### config.mk
export PLATFORM = sky130hd
export DESIGN_NAME = rsa_engine_arbiter
export DESIGN_NICKNAME = d
export VERILOG_FILES = /design/src/rtl/rsa_engine_arbiter.sv
export SDC_FILE = /design/constraint.sdc
export NUM_CORES = 1
export LEC_CHECK = 0
export ABC_AREA = 1
export CAP_MARGIN = 10
export CORE_AREA = 2 2 307 309
export DETAILED_ROUTE_END_ITERATION = 6
export DIE_AREA = 0 0 309 311
export PLACE_DENSITY = 0.35
export REMOVE_ABC_BUFFERS = 1
export SKIP_CTS_REPAIR_TIMING = 1
export SLEW_MARGIN = 20
export SYNTH_ARGS = -nofsm -noshare
export SYNTH_HDL_FRONTEND = slang
export SYNTH_SLANG_ARGS = --single-unit
### constraint.sdc
create_clock -name clk -period 1.8 [get_ports clk]
set_input_delay 0.27 -clock clk [delete_from_list [all_inputs] [get_ports clk]]
set_output_delay 0.27 -clock clk [all_outputs]
set_load 0.05 [all_outputs]
### src/rtl/rsa_engine_arbiter.sv
// Round-robin arbiter sharing one modular-exponentiation engine between an encrypt
// and a decrypt requester, with a per-job cycle budget that aborts a stuck engine.
module rsa_engine_arbiter #(
    parameter int unsigned KEY_WIDTH = 64,
    parameter int unsigned TIMEOUT   = 4096
) (
    input  logic                 clk,
    input  logic                 rst_n,
    input  logic                 req0_valid,
    output logic                 req0_ready,
    input  logic [KEY_WIDTH-1:0] req0_base,
    input  logic [KEY_WIDTH-1:0] req0_exp,
    input  logic [KEY_WIDTH-1:0] req0_mod,
    input  logic                 req1_valid,
    output logic                 req1_ready,
    input  logic [KEY_WIDTH-1:0] req1_base,
    input  logic [KEY_WIDTH-1:0] req1_exp,
    input  logic [KEY_WIDTH-1:0] req1_mod,
    output logic                 rsp0_valid,
    input  logic                 rsp0_ready,
    output logic [KEY_WIDTH-1:0] rsp0_data,
    output logic                 rsp0_err,
    output logic                 rsp1_valid,
    input  logic                 rsp1_ready,
    output logic [KEY_WIDTH-1:0] rsp1_data,
    output logic                 rsp1_err,
    output logic                 eng_start,
    output logic [KEY_WIDTH-1:0] eng_base,
    output logic [KEY_WIDTH-1:0] eng_exp,
    output logic [KEY_WIDTH-1:0] eng_mod,
    input  logic                 eng_done,
    input  logic [KEY_WIDTH-1:0] eng_result,
    output logic                 eng_abort,
    output logic                 busy,
    output logic                 owner
);

    localparam int unsigned      CNT_W    = $clog2(TIMEOUT);
    localparam logic [CNT_W-1:0] CNT_LAST = CNT_W'(TIMEOUT - 1);

    typedef enum logic [1:0] {
        S_IDLE,
        S_ISSUE,
        S_WAIT,
        S_RESP
    } state_e;

    state_e               state_q, state_d;
    logic                 last_grant_q, last_grant_d;
    logic                 owner_q, owner_d;
    logic [KEY_WIDTH-1:0] base_q, base_d;
    logic [KEY_WIDTH-1:0] exp_q, exp_d;
    logic [KEY_WIDTH-1:0] mod_q, mod_d;
    logic [CNT_W-1:0]     cnt_q, cnt_d;
    logic [KEY_WIDTH-1:0] data_q, data_d;
    logic                 err_q, err_d;
    logic                 rsp0_valid_q, rsp0_valid_d;
    logic                 rsp1_valid_q, rsp1_valid_d;
    logic                 eng_start_q, eng_start_d;

    logic grant0_c;
    logic grant1_c;
    logic timeout_c;
    logic rsp_hs_c;

    // Grant decode: on a tie the requester that did not win last time goes first.
    always_comb begin
        grant0_c   = req0_valid && (!req1_valid || last_grant_q);
        grant1_c   = req1_valid && (!req0_valid || !last_grant_q);
        timeout_c  = (cnt_q == CNT_LAST);
        rsp_hs_c   = (rsp0_valid_q && rsp0_ready) || (rsp1_valid_q && rsp1_ready);
        req0_ready = rst_n && (state_q == S_IDLE) && grant0_c;
        req1_ready = rst_n && (state_q == S_IDLE) && grant1_c;
        // A done landing on the last budget cycle wins over the abort.
        eng_abort  = rst_n && (state_q == S_WAIT) && timeout_c && !eng_done;
    end

    // Next-state and registered-output logic.
    always_comb begin
        state_d      = state_q;
        last_grant_d = last_grant_q;
        owner_d      = owner_q;
        base_d       = base_q;
        exp_d        = exp_q;
        mod_d        = mod_q;
        cnt_d        = cnt_q;
        data_d       = data_q;
        err_d        = err_q;
        rsp0_valid_d = rsp0_valid_q;
        rsp1_valid_d = rsp1_valid_q;
        eng_start_d  = 1'b0;

        case (state_q)
            S_IDLE: begin
                if (req0_ready) begin
                    owner_d      = 1'b0;
                    last_grant_d = 1'b0;
                    base_d       = req0_base;
                    exp_d        = req0_exp;
                    mod_d        = req0_mod;
                    eng_start_d  = 1'b1;
                    state_d      = S_ISSUE;
                end else if (req1_ready) begin
                    owner_d      = 1'b1;
                    last_grant_d = 1'b1;
                    base_d       = req1_base;
                    exp_d        = req1_exp;
                    mod_d        = req1_mod;
                    eng_start_d  = 1'b1;
                    state_d      = S_ISSUE;
                end
            end
            S_ISSUE: begin
                cnt_d   = '0;
                state_d = S_WAIT;
            end
            S_WAIT: begin
                if (eng_done) begin
                    data_d       = eng_result;
                    err_d        = 1'b0;
                    rsp0_valid_d = !owner_q;
                    rsp1_valid_d = owner_q;
                    state_d      = S_RESP;
                end else if (timeout_c) begin
                    data_d       = '0;
                    err_d        = 1'b1;
                    rsp0_valid_d = !owner_q;
                    rsp1_valid_d = owner_q;
                    state_d      = S_RESP;
                end else begin
                    cnt_d = cnt_q + CNT_W'(1);
                end
            end
            S_RESP: begin
                if (rsp_hs_c) begin
                    rsp0_valid_d = 1'b0;
                    rsp1_valid_d = 1'b0;
                    state_d      = S_IDLE;
                end
            end
            default: state_d = S_IDLE;
        endcase
    end

    always_ff @(posedge clk) begin
        if (!rst_n) begin
            state_q      <= S_IDLE;
            last_grant_q <= 1'b1;
            owner_q      <= 1'b0;
            base_q       <= '0;
            exp_q        <= '0;
            mod_q        <= '0;
            cnt_q        <= '0;
            data_q       <= '0;
            err_q        <= 1'b0;
            rsp0_valid_q <= 1'b0;
            rsp1_valid_q <= 1'b0;
            eng_start_q  <= 1'b0;
        end else begin
            state_q      <= state_d;
            last_grant_q <= last_grant_d;
            owner_q      <= owner_d;
            base_q       <= base_d;
            exp_q        <= exp_d;
            mod_q        <= mod_d;
            cnt_q        <= cnt_d;
            data_q       <= data_d;
            err_q        <= err_d;
            rsp0_valid_q <= rsp0_valid_d;
            rsp1_valid_q <= rsp1_valid_d;
            eng_start_q  <= eng_start_d;
        end
    end

    assign rsp0_valid = rsp0_valid_q;
    assign rsp1_valid = rsp1_valid_q;
    assign rsp0_data  = data_q;
    assign rsp1_data  = data_q;
    assign rsp0_err   = err_q;
    assign rsp1_err   = err_q;
    assign eng_start  = eng_start_q;
    assign eng_base   = base_q;
    assign eng_exp    = exp_q;
    assign eng_mod    = mod_q;
    assign busy       = (state_q != S_IDLE);
    assign owner      = owner_q;

endmodule

==> impl_metrics.ini, run 1 <==
[status]
status = finished with violations
failed_checks = setup timing

[min_path]
min-delay-start = rst_n
min_path_type = in -> reg
whs_endpoint = eng_base[35]
holdPathStages = 4

[synth]
async_flop_share_pct = 0
syn_area_um2 = 12900
synth.area.top_cells = dfxtp_1, nand2_1, o211ai_1
synth-edff-count = 0
yosysMostFrequentCell = nand2_1
yosys.area.top_type_share_pct = 42.7
synth_largest_area_cell = dfxtp_1
ys_types = 26
avgSynthCellArea_um2 = 7.20
ys_ff_latch = 276
synth_cells = 1799
yosys-top-cells-count = nand2_1, dfxtp_1, nand3_1
synthFlopType = dfxtp_1
yosys_warnings = 0
synth_seq_area_share_pct = 42.7

[sta]
slew_headroom_pct = 64.2
fmax_mhz = 482
hold_violations = 0
setup_violations = 80
clock_skew_ps = 15.6
rsz0062_at_grt = true
period_share_pct = 115
setup_slack_ps = -276
worst_slew_pin_slew_ps = 535
fin_crit_ps = 2080
finalMaxSlewViolations = 0

[setup_path]
worstSetupPathType = reg -> out
critPathBufInv = 6
critical_path.slowest_cell = dfxtp_2
worstPathArrival_ps = 1810
ff2ff_setup_slack_ps = -120
crit_family = buffers and inverters
rr_startpoint = state_q[0]
crit_path_start_kind = register
r2r_cells = 13
slowest_delay_ps = 330
path_cells = inv_2, ha_4, nand2_4, inv_4, nand3_4, clkinv_8, buf_16, buf_6, buf_12
crit_path_start = state_q[0]
cp.required_ps = 1530
r2r_end = eng_exp[62]
worstPathMaxFanout = 6
end_kind = output pin

[routing]
drt_first_pass_iters = 5
wl_per_cell_um = 17.7
finalWirelength_mm = 68.3
drt_iter0_drc = 707
drt_drc_violations_left = 0
num_vias = 14600
ant_nets = 0
vias_per_cell = 3.79

[clock_network]
clock_latency_ps = 550
clockBufferDepth = 3
cts.reportedPaths.clkPinSlew_ps = 60
clkSinkCount = 276
cts_root_buffer = clkbuf_16
htree_num_levels = 2
cts_made_buffers = 40
cts_tree = done

[floorplan]
start_util_pct = 14.0
die_w_um = 309
ios = 785
dieArea_um2 = 96100
rows = 112
core_area_um2 = 92800
die_height_um = 311

[pwr]
power_density_nw_per_um2 = 1410
p_leak_nw = 11.6
ir_worst_vdd_mv = 0.490

[cells_and_area]
drive_gt1_share_pct = 22.3
final_area_um2 = 23800
area_delta_synth_final_pct = 84.1
final_nets = 3029
fin_cells = 3856

[job]
maxCapViolCount = 0

[placement]
dp_hpwl_mm = 51.5
post_dp_cell_area_um2 = 21600
placed_cells = 3749
place.port_buffers = 784
globalplace.congestion = 0.873

[global_routing]
antenna_found_initial = 7
grt_pass1_vias = 14700
grt_remaining_overflow = 0
grt_pass1_wl_mm = 94.3
grt_usage_pct = 12.9
grt_max_degree = 65
==> report_power, final <==
part / switching (mW) / internal (mW) / leakage, nW / total, mW
Combinational: 10.9 / 6.22 / 8.66 / 17.1
Sequential: 0.932 / 7.52 / 2.27 / 8.45
Clock: 3.09 / 4.87 / 0.650 / 7.96
Total: 14.9 / 18.6 / 11.6 / 33.5
==> tightest hold or removal path, delay by kind of cell <==
family          cells  cell delay, ps
buf+inv             3             330
compound gates      1             120
==> how the worst max path moves through the flow <==
stage,end,slack (ps),depth (start not counted)
2_1_floorplan,eng_base[0],-4000,10
3_3_place_gp,eng_exp[13],-220,9
3_5_place_dp,eng_exp[13],-240,8
4_1_cts,req0_ready,-650,9
5_1_grt,eng_abort,-370,7
6_report,req0_ready,-280,9
==> sequential cells by signal, summed over array words and instances (netlist names) <==
register,cells
eng_start,1
eng_exp,64
last_grant_q,1
owner,1
eng_base,64
cnt_q,12
rsp0_data,64
rsp0_valid,1
eng_mod,64
rsp1_valid,1
state_q,2
rsp0_err,1
==> cells by family after synthesis <==
kind of cell    count (synthesis)  share of synthesized area [%]
buf+inv                       420                           15.9
compound gates                272                           14.3
simple gates                  825                           26.6
fa+ha+maj                       6                          0.580
flops                         276                           42.7
==> final cells by class <==
class                           instances  area [um^2]
Fill cell                           10300        68900
Timing Repair Buffer                  923         9030
Sequential cell                       276         5540
Multi-Input combinational cell       1103         5520
Tap cell                             1254         1570
Clock buffer                           55         1150
Inverter                              224          858
Clock inverter                         15          156
Antenna cell                            6         15.0
==> through the flow <==
stage	total power [mW]	util (%)	TNS (ps)	setup slack [ps]	hold slack, ps
CTS	33.2	24.7	-24410	-650	200
floorplan	15.9	-	-801360	-4000	371
global placement	24.9	23.3	-18020	-222	467
detailed placement	24.8	23.3	-20550	-239	477
global route	35.5	25.7	-19070	-374	237
finish	33.5	25.7	-3460	-276	239
==> layout by cell type (no fill, tap or decap), types with 4 or more instances in the layout <==
cell	n
nand2_1	566
clkdlybuf4s50_1	453
buf_4	354
dfxtp_1	271
nand3_1	210
o211ai_1	193
inv_1	154
a21oi_1	73
inv_2	67
dlymetal6s2s_1	56
clkbuf_16	51
buf_12	25
nor2_1	17
buf_6	17
clkinv_2	10
clkbuf_8	7
clkbuf_1	7
diode_2	6
nand3_2	6
buf_16	6
nand2_2	5
nand2_4	4
nand3_4	4
nand4_1	4
==> routing by layer <==
metal | wire length (um) | GRT usage (%) | vias to the layer above
met5 | 11 | 0 | -
met4 | 1830 | 4.55 | 2
met3 | 4930 | 3.67 | 86
met2 | 34600 | 23.3 | 497
met1 | 27000 | 14.3 | 6709
li1 | - | - | 7315
No activity file was read; power rests on OpenSTA's default activity.
==> run 2, diff against run 1 <==
--- a/config.mk
+++ b/config.mk
@@ -5,11 +5,10 @@
 export SDC_FILE = /design/constraint.sdc
 export NUM_CORES = 1
 export LEC_CHECK = 0
-export ABC_AREA = 1
 export CAP_MARGIN = 10
-export CORE_AREA = 2 2 307 309
+export CORE_AREA = 2 2 304 306
 export DETAILED_ROUTE_END_ITERATION = 6
-export DIE_AREA = 0 0 309 311
+export DIE_AREA = 0 0 306 308
 export PLACE_DENSITY = 0.35
 export REMOVE_ABC_BUFFERS = 1
 export SKIP_CTS_REPAIR_TIMING = 1
==> impl_metrics.ini, run 2 <==
[sta]
clock_skew_ps = 19.5
worst_slew_pin_slew_ps = 567
setup_violations = 149
period_share_pct = 117
fin_crit_ps = 2100
setup_slack_ps = -304
hold_violations = 0
rsz0062_at_grt = true
setup-tns-final_ps = -22040
slew_headroom_pct = 62.1
fmax_mhz = 475
finalMaxSlewViolations = 0

[synth]
synthFlopType = dfxtp_1
synth-edff-count = 0
yosys-top-cells-count = dfxtp_1, nor2_1, mux2i_1
synth_mux_area_share_pct = 16.2
synth_seq_area_share_pct = 46.1
async_flop_share_pct = 0
synth_xor_area_share_pct = 0
ys_types = 45
synth_cells = 1191
synth_compound_area_share_pct = 19.7
synthSimpleGateAreaFrac_pct = 8.01
yosys.area.top_type_share_pct = 46.1
syn_area_um2 = 12000
synthAdderAreaFrac_pct = 0.627
synth_top_family_by_area = compound AO/OA/AOI/OAI gates
synth.area.top_cells = dfxtp_1, mux2i_1, a211oi_1
yosys_warnings = 0
yosysMostFrequentCell = dfxtp_1
avgSynthCellArea_um2 = 10.1
ys_ff_latch = 276
synth_largest_area_cell = dfxtp_1

[setup_path]
worstPathArrival_ps = 1830
crit_path_start_kind = register
cp.required_ps = 1530
worstSetupPathType = reg -> out
end_kind = output pin
ff2ff_setup_slack_ps = -270
worstPathMaxFanout = 8

[pwr]
p_leak_nw = 11.0
ir_worst_vdd_mv = 0.568
power_density_nw_per_um2 = 1390

[routing]
wl_met3_mm = 6.41
wl_met1_mm = 24.4
finalWirelength_mm = 68.8
wl_per_cell_um = 21.2
dr_wl_met2_mm = 35.7
num_vias = 12600
drt_iter0_drc = 361
drt_first_pass_iters = 4
top_layer = met5
drt_drc_violations_left = 0
ant_nets = 0
vias_per_cell = 3.87

[clock_network]
cts.reportedPaths.clkPinSlew_ps = 60
clockBufferDepth = 3
cts_tree = done
clock_latency_ps = 560
clkSinkCount = 276
cts_root_buffer = clkbuf_16
htree_num_levels = 2
cts_made_buffers = 39

[placement]
globalplace.congestion = 0.795
dp_hpwl_mm = 50.5
placed_cells = 3097
place.port_buffers = 784

[global_routing]
grt_pass1_vias = 12500
grt_max_degree = 48
grt_pass1_wl_mm = 87.3
grt_usage_pct = 12.6
antenna_found_initial = 15
grt_remaining_overflow = 0

[cells_and_area]
fin_cells = 3242
area_delta_synth_final_pct = 103
final_cell_mix = clkdlybuf4s50_1, buf_4, dfxtp_1, nor2_1, mux2i_1
final_common_cell = clkdlybuf4s50_1
drive_gt1_share_pct = 33.0
final_nets = 2483

[floorplan]
rows = 111
die_height_um = 308
die_w_um = 306
dieArea_um2 = 94200
core_area_um2 = 91000
start_util_pct = 13.2
ios = 785

[status]
status = finished with violations
failed_checks = setup timing

[min_path]
min_path_type = in -> reg

[job]
maxCapViolCount = 0
-- run 2: cells by family after synthesis --
group           after synthesis
fa+ha+maj                     6
mux                         194
simple gates                236
compound gates              301
buf+inv                     178
flops                       276
-- run 2: area by class of cell --
class | count | area (um^2)
Inverter | 9 | 60.1
Clock inverter | 9 | 155
Antenna cell | 5 | 12.5
Timing Repair Buffer | 959 | 9730
Sequential cell | 276 | 5530
Multi-Input combinational cell | 737 | 6140
Clock buffer | 61 | 1220
Tap cell | 1186 | 1480
Fill cell | 9610 | 66600
-- run 2: path summary, 6_finish.rpt --
check                  end           start  cells after the start
max reg2reg    eng_exp[54]      state_q[0]                     12
min reg2reg    eng_exp[59]     eng_exp[59]                      2
min          rsp0_data[30]  eng_result[30]                      2
max             req0_ready      state_q[0]                      8
-- run 2: through the flow --
step	instance area [um^2]	power [mW]	utilization (%)	hold WS [ps]	worst slack, ps
floorplan	10900	14.6	-	346	-8400
global placement	20700	22.8	22.7	486	-358
detailed placement	20700	22.8	22.7	489	-353
CTS	22100	31.5	24.3	255	-693
global route	24300	35.4	26.7	272	-435
finish	24300	33.7	26.8	313	-304
-- run 2: worst max-delay path, cell delays in order (launching register included) --
cell and delay [ps]:
dfxtp_2 330, inv_4 70, ha_4 150, buf_6 100
o2111ai_4 130, buf_12 180, buf_16 140, clkinv_8 40
buf_12 120
-- run 2: power breakdown --
part / switching [mW] / internal [mW] / total [mW] / leakage (nW)
logic: 10.1 / 7.05 / 17.1 / 8.01
clock network: 3.11 / 5.22 / 8.34 / 0.674
registers: 0.847 / 7.42 / 8.27 / 2.27
-- run 2: routing by layer --
| layer | global-route usage, % | vias to the layer above |
|---|---|---|
| li1 | - | 5967 |
| met1 | 12.2 | 5922 |
| met2 | 23.4 | 542 |
| met3 | 5.46 | 105 |
| met4 | 4.80 | 14 |
| met5 | 0 | - |
